$ cat config.mk
export PLATFORM = sky130hd
export DESIGN_NAME = mdu_hilo_writer
export DESIGN_NICKNAME = d
export VERILOG_FILES = /design/src/rtl/mdu_pkg.sv /design/src/rtl/div_radix2_step.sv /design/src/rtl/mdu_hilo_writer.sv
export SDC_FILE = /design/constraint.sdc
export NUM_CORES = 2
export LEC_CHECK = 0
export ABC_AREA = 1
export CORE_MARGIN = 2
export CORE_UTILIZATION = 55
export DETAILED_ROUTE_END_ITERATION = 16
export GPL_TIMING_DRIVEN = 0
export HOLD_SLACK_MARGIN = 0.06
export PLACE_DENSITY = 0.72
export SKIP_LAST_GASP = 1
export SLEW_MARGIN = 20
export SYNTH_ARGS = -nofsm -noshare
export SYNTH_HDL_FRONTEND = slang
export SYNTH_SLANG_ARGS = --single-unit
$ cat constraint.sdc
create_clock -name clk_i -period 16.9 [get_ports clk_i]
set_input_delay 3.38 -clock clk_i [delete_from_list [all_inputs] [get_ports clk_i]]
set_output_delay 3.38 -clock clk_i [all_outputs]
set_load 0.02 [all_outputs]
$ cat src/rtl/mdu_pkg.sv
// mdu_pkg: shared types and constants for the MEM-stage multiply/divide unit.
//   mdu_op_t    - operation encoding driven by the pipeline on op_i
//   mdu_state_t - control FSM states of mdu_hilo_writer
//   DATA_W      - datapath width
//   DIV_ITERS   - radix-2 divide iterations (one per quotient bit)
//   CNT_W       - width of the divide iteration counter
package mdu_pkg;

    localparam int unsigned DATA_W    = 32;
    localparam int unsigned DIV_ITERS = 32;
    localparam int unsigned CNT_W     = 5;

    typedef enum logic [2:0] {
        MDU_NONE  = 3'd0,
        MDU_MULT  = 3'd1,
        MDU_MULTU = 3'd2,
        MDU_DIV   = 3'd3,
        MDU_DIVU  = 3'd4
    } mdu_op_t;

    typedef enum logic [2:0] {
        ST_IDLE = 3'd0,
        ST_MUL  = 3'd1,
        ST_DIV  = 3'd2,
        ST_SIGN = 3'd3,
        ST_DONE = 3'd4
    } mdu_state_t;

endpackage : mdu_pkg

$ cat src/rtl/div_radix2_step.sv
// div_radix2_step: one combinational iteration of an unsigned restoring divide.
//   rem      in  DATA_W  partial remainder
//   quo      in  DATA_W  dividend bits still to consume (MSB first), quotient
//                        bits shifted in at the LSB end
//   divisor  in  DATA_W  divisor magnitude (nonzero)
//   rem_next out DATA_W  remainder after this iteration
//   quo_next out DATA_W  shift register after this iteration
module div_radix2_step
    import mdu_pkg::*;
(
    input  logic [DATA_W-1:0] rem,
    input  logic [DATA_W-1:0] quo,
    input  logic [DATA_W-1:0] divisor,
    output logic [DATA_W-1:0] rem_next,
    output logic [DATA_W-1:0] quo_next
);

    logic [DATA_W:0] shifted;
    logic [DATA_W:0] trial;

    // The shifted remainder is below 2*divisor, so a 33-bit subtract suffices:
    // its MSB is set exactly when the divisor does not fit.
    always_comb begin
        shifted  = {rem, quo[DATA_W-1]};
        trial    = shifted - {1'b0, divisor};
        rem_next = shifted[DATA_W-1:0];
        quo_next = {quo[DATA_W-2:0], 1'b0};
        if (!trial[DATA_W]) begin
            rem_next = trial[DATA_W-1:0];
            quo_next = {quo[DATA_W-2:0], 1'b1};
        end
    end

endmodule : div_radix2_step

$ cat src/rtl/mdu_hilo_writer.sv
// mdu_hilo_writer: MEM-stage multiply/divide unit producing one HI/LO update.
//   clk_i     in   1  clock, rising edge
//   rst_i     in   1  asynchronous active-high reset
//   start_i   in   1  launch request, qualified by op_i
//   op_i      in   3  mdu_op_t operation
//   src_a_i   in  32  multiplicand / dividend
//   src_b_i   in  32  multiplier / divisor
//   flush_i   in   1  abort current operation, suppress any write
//   busy_o    out  1  operation in flight
//   done_o    out  1  one-cycle completion pulse
//   new_hi_o  out 32  HI write data
//   w_hi_o    out  1  HI write enable
//   new_lo_o  out 32  LO write data
//   w_lo_o    out  1  LO write enable
module mdu_hilo_writer #(
    parameter int unsigned DIV_ITERS = mdu_pkg::DIV_ITERS
) (
    input  logic                      clk_i,
    input  logic                      rst_i,
    input  logic                      start_i,
    input  logic [2:0]                op_i,
    input  logic [mdu_pkg::DATA_W-1:0] src_a_i,
    input  logic [mdu_pkg::DATA_W-1:0] src_b_i,
    input  logic                      flush_i,
    output logic                      busy_o,
    output logic                      done_o,
    output logic [mdu_pkg::DATA_W-1:0] new_hi_o,
    output logic                      w_hi_o,
    output logic [mdu_pkg::DATA_W-1:0] new_lo_o,
    output logic                      w_lo_o
);

    import mdu_pkg::*;

    mdu_state_t        state_q;
    mdu_op_t           op_q;
    logic [CNT_W-1:0]  cnt_q;
    logic [DATA_W-1:0] a_q;
    logic [DATA_W-1:0] b_q;
    logic [DATA_W-1:0] rem_q;
    logic [DATA_W-1:0] quo_q;
    logic [DATA_W-1:0] hi_q;
    logic [DATA_W-1:0] lo_q;
    logic              q_neg_q;
    logic              r_neg_q;

    logic                is_mul_c;
    logic                is_div_c;
    logic                div_signed_c;
    logic                launch_c;
    logic                cnt_last_c;
    logic [DATA_W-1:0]   a_mag_c;
    logic [DATA_W-1:0]   b_mag_c;
    logic                mul_signed_c;
    logic [2*DATA_W-1:0] mul_a_c;
    logic [2*DATA_W-1:0] mul_b_c;
    logic [2*DATA_W-1:0] product_c;
    logic [DATA_W-1:0]   rem_next_c;
    logic [DATA_W-1:0]   quo_next_c;

    // Launch decode and operand magnitudes for the divider.
    always_comb begin
        is_mul_c     = (op_i == MDU_MULT) || (op_i == MDU_MULTU);
        is_div_c     = (op_i == MDU_DIV)  || (op_i == MDU_DIVU);
        div_signed_c = (op_i == MDU_DIV);
        launch_c     = start_i && !flush_i && (is_mul_c || is_div_c) &&
                       ((state_q == ST_IDLE) || (state_q == ST_DONE));
        a_mag_c      = (div_signed_c && src_a_i[DATA_W-1]) ? (~src_a_i + DATA_W'(1)) : src_a_i;
        b_mag_c      = (div_signed_c && src_b_i[DATA_W-1]) ? (~src_b_i + DATA_W'(1)) : src_b_i;
        cnt_last_c   = (cnt_q == CNT_W'(DIV_ITERS - 1));
    end

    // One 64-bit multiplier serves both forms; sign extension selects MULT vs MULTU.
    always_comb begin
        mul_signed_c = (op_q == MDU_MULT);
        mul_a_c      = {{DATA_W{mul_signed_c & a_q[DATA_W-1]}}, a_q};
        mul_b_c      = {{DATA_W{mul_signed_c & b_q[DATA_W-1]}}, b_q};
        product_c    = mul_a_c * mul_b_c;
    end

    div_radix2_step u_step (
        .rem      (rem_q),
        .quo      (quo_q),
        .divisor  (b_q),
        .rem_next (rem_next_c),
        .quo_next (quo_next_c)
    );

    // Control FSM with operand, iteration and result registers.
    always_ff @(posedge clk_i or posedge rst_i) begin
        if (rst_i) begin
            state_q <= ST_IDLE;
            op_q    <= MDU_NONE;
            cnt_q   <= '0;
            a_q     <= '0;
            b_q     <= '0;
            rem_q   <= '0;
            quo_q   <= '0;
            hi_q    <= '0;
            lo_q    <= '0;
            q_neg_q <= 1'b0;
            r_neg_q <= 1'b0;
        end else if (flush_i) begin
            state_q <= ST_IDLE;
            cnt_q   <= '0;
        end else if (launch_c) begin
            op_q <= mdu_op_t'(op_i);
            a_q  <= src_a_i;
            if (is_mul_c) begin
                b_q     <= src_b_i;
                state_q <= ST_MUL;
            end else if (src_b_i == '0) begin
                // Divide by zero resolves immediately with a fixed result.
                hi_q    <= src_a_i;
                lo_q    <= '1;
                state_q <= ST_DONE;
            end else begin
                b_q     <= b_mag_c;
                rem_q   <= '0;
                quo_q   <= a_mag_c;
                q_neg_q <= div_signed_c & (src_a_i[DATA_W-1] ^ src_b_i[DATA_W-1]);
                r_neg_q <= div_signed_c & src_a_i[DATA_W-1];
                cnt_q   <= '0;
                state_q <= ST_DIV;
            end
        end else begin
            unique case (state_q)
                ST_IDLE: ;
                ST_MUL: begin
                    hi_q    <= product_c[2*DATA_W-1:DATA_W];
                    lo_q    <= product_c[DATA_W-1:0];
                    state_q <= ST_DONE;
                end
                ST_DIV: begin
                    rem_q <= rem_next_c;
                    quo_q <= quo_next_c;
                    if (cnt_last_c) begin
                        cnt_q   <= '0;
                        state_q <= ST_SIGN;
                    end else begin
                        cnt_q <= cnt_q + CNT_W'(1);
                    end
                end
                ST_SIGN: begin
                    // Quotient takes the XOR of operand signs, remainder the dividend sign.
                    lo_q    <= q_neg_q ? (~quo_q + DATA_W'(1)) : quo_q;
                    hi_q    <= r_neg_q ? (~rem_q + DATA_W'(1)) : rem_q;
                    state_q <= ST_DONE;
                end
                ST_DONE: state_q <= ST_IDLE;
                default: state_q <= ST_IDLE;
            endcase
        end
    end

    // Write strobe is masked by a same-cycle flush.
    always_comb begin
        busy_o   = (state_q == ST_MUL) || (state_q == ST_DIV) || (state_q == ST_SIGN);
        done_o   = (state_q == ST_DONE) && !flush_i;
        w_hi_o   = done_o;
        w_lo_o   = done_o;
        new_hi_o = hi_q;
        new_lo_o = lo_q;
    end

endmodule : mdu_hilo_writer

==> run metrics <==
met2 Use GR 63.3%; Yosys warnings 0; status finished clean; post_cts resized 0; Cells after Synth 7323; largest net degree at the start of global routing 86; # Post-CTS Setup Buffers 0; Crit path largest cell delay 940 ps; final setup fails 0; Slowest cell on crit path fa_1; number of synthesized flops with an enable pin 0; # fillers 9305; top_reg_cell synth dfrtp_1; H-tree Lvls 1; layout cell share with drive strength beyond 1 2.18%; part of the Yosys area used for sequential elements 9.37%; initial cell density of the core 55.6%; worst-margin pin slew 1340 ps; Netlist cell types 59; 1st-iter DRT viols 5759; Hold Fails Final Rpt 0; Setup TNS 0 ps; Max Fclk 0.0929 GHz; Critical Path RT 17440 ps; input/output buffers 138; Setup crit end kind flop; Final Cycle Share 63.7%; Vias 50000; crit path kind flop to flop; worst-path fanout max 10; clk_lat worst skew 610 ps; leading cell types in the layout, fill and taps excluded nand2_1 (1955), inv_1 (1847), fa_1 (1125); max cap viols 0; RSZ-0062 raised after global routing no; cell mode on critical path fa_1; Die Wd 320 um; # nets final 8939; first-pass GRT wire length 316000 um; fin crit period 10760 ps; root buf cell clkbuf_16; vias in the first global route 50700; height of the die 320 um; DRC 0; DIE AREA 102000 sq um; commonest non-fill, non-tap cell in the layout nand2_1; met1 Resource Use GR 54.8%; cts bufs inserted 25; GRT overflow 0; hold_buf cts 0; busiest metal layer after global routing met2; DP HPWL 182000 um; core area 98600 sq um; I/O pin count 139; Synth Register Bits 205; drt total wl 211000 um; Reg clk slew, reported paths 70 ps; GPL Wtd Cong 1.10; Startpoint Class flop; remaining antenna violation count 0; synthesized area 54800 sq um; slew margin rel. 10.9%; Async SR Flop Fraction 100%; clk sinks 205; Synthesized Nets 8770; area growth from synthesis to layout 7.22%; initial antenna violation count 17; M3 GR Usage 9.52%; Worst Path Arrival 11310 ps; Clock Path Buffers 3; clk_skew 67.1 ps; TritonCTS clock tree yes; gr usage total 42.0%; mean routed wirelength per cell 23.9 um; Multi-input gate area 41200 sq um; Vias/cell 5.68; Hold WC Path Type flop to flop; Reg area 5130 sq um; fin. max-slew vios 0; Initial DRT Pass Iterations 6; FP Rows 115; Syn Area/Cell 7.48 sq um
==> per-layer routing <==
metal	part of all wire, %	vias to the layer above
met3	11	634
met1	37	24700
met2	43	2954
li1	-	21700
met5	0.077	-
met4	8.0	16
==> cell families (layout without fill, tap and decap cells) <==
| group | after synthesis | count (layout) | share of synthesized area, % |
|---|---|---|---|
| simple gates | 2852 | 2852 | 21.0 |
| fa+ha+maj | 1376 | 1376 | 46.9 |
| buf+inv | 2209 | 2397 | 15.5 |
| xor+xnor | 76 | 76 | 1.22 |
| other cells | 0 | 6 | 0 |
| compound gates | 605 | 605 | 6.05 |
| flops | 205 | 205 | 9.37 |
==> layout make-up <==
| cell class | instances | share of cell area, % |
|---|---|---|
| Tap cell | 1287 | 2.74 |
| Buffer | 346 | 2.52 |
| Multi-Input combinational cell | 4909 | 70.1 |
| Sequential cell | 205 | 8.74 |
| Inverter | 1863 | 11.9 |
| Antenna cell | 6 | 0.0256 |
| Clock inverter | 12 | 0.239 |
| Clock buffer | 34 | 1.21 |
| Timing Repair Buffer | 142 | 2.49 |
==> Yosys cell counts (7+ instances only) <==
cell / count / area [sq um]
o211ai_1: 17 / 128
o21ai_1: 35 / 175
fa_1: 1126 / 22500
buf_6: 10 / 113
nand3b_1: 9 / 67.6
nand2_2: 14 / 87.6
buf_4: 16 / 120
nand4_1: 36 / 225
nor4_1: 10 / 62.6
o21bai_1: 18 / 135
a21oi_1: 187 / 936
clkbuf_1: 294 / 1100
o21ai_0: 270 / 1350
xor2_1: 53 / 464
nand2_1: 1955 / 7340
ha_1: 250 / 3130
nand3_1: 310 / 1550
dfrtp_1: 205 / 5130
inv_1: 1848 / 6940
a31oi_1: 22 / 138
inv_2: 12 / 45.0
buf_2: 22 / 110
nor2_1: 447 / 1680
nor3_2: 7 / 70.1
xnor2_1: 23 / 201
o22ai_1: 7 / 43.8
nor3_1: 36 / 180
==> per-stage QoR <==
stage / worst slack, ps / cell area (sq um) / cells / util, % / hold slack (ps)
global route: 5940 / 58700 / 8800 / 59.6 / 498
CTS: 6400 / 58700 / 8797 / 59.5 / 485
detailed placement: 6450 / 57800 / 8751 / 58.7 / 470
global placement: 4980 / 57700 / 8748 / 58.6 / 475
finish: 6140 / 58700 / 8804 / 59.6 / 485
floorplan: 7920 / 54800 / 7323 / - / 459
==> worst max-delay path, delay by kind of cell (launching register included) <==
family / cells / cell delay, ps
flip-flops: 1 / 540
AND/OR/NAND/NOR: 9 / 1280
AO/OA/AOI/OAI: 4 / 1400
adder cells (fa/ha/maj): 9 / 4880
buffers and inverters: 9 / 2560
==> final timing paths <==
check / from / to / slack [ps] / depth (start not counted)
worst max-delay path: op_q[2] / new_hi_o[21] / 6140 / 31
worst min-delay path: new_hi_o[24] / new_hi_o[24] / 490 / 2
worst max register to register: op_q[2] / new_hi_o[21] / 6140 / 31
worst min register to register: new_hi_o[24] / new_hi_o[24] / 490 / 2
max in group asynchronous: rst_i / new_lo_o[31] / 12600 / 4
min in group asynchronous: rst_i / op_q[2] / 3150 / 2
==> sequential cells by signal (all words and copies together), names as in the netlist <==
register  count
a_q          32
b_q          32
new_hi_o     32
new_lo_o     32
quo_q        32
rem_q        32
cnt_q         5
op_q          3
state_q       3
q_neg_q       1
r_neg_q       1
Power is left out: the tool's default activity adds up to more than one toggle a clock period on the data nets, which glitch-free logic cannot reach.
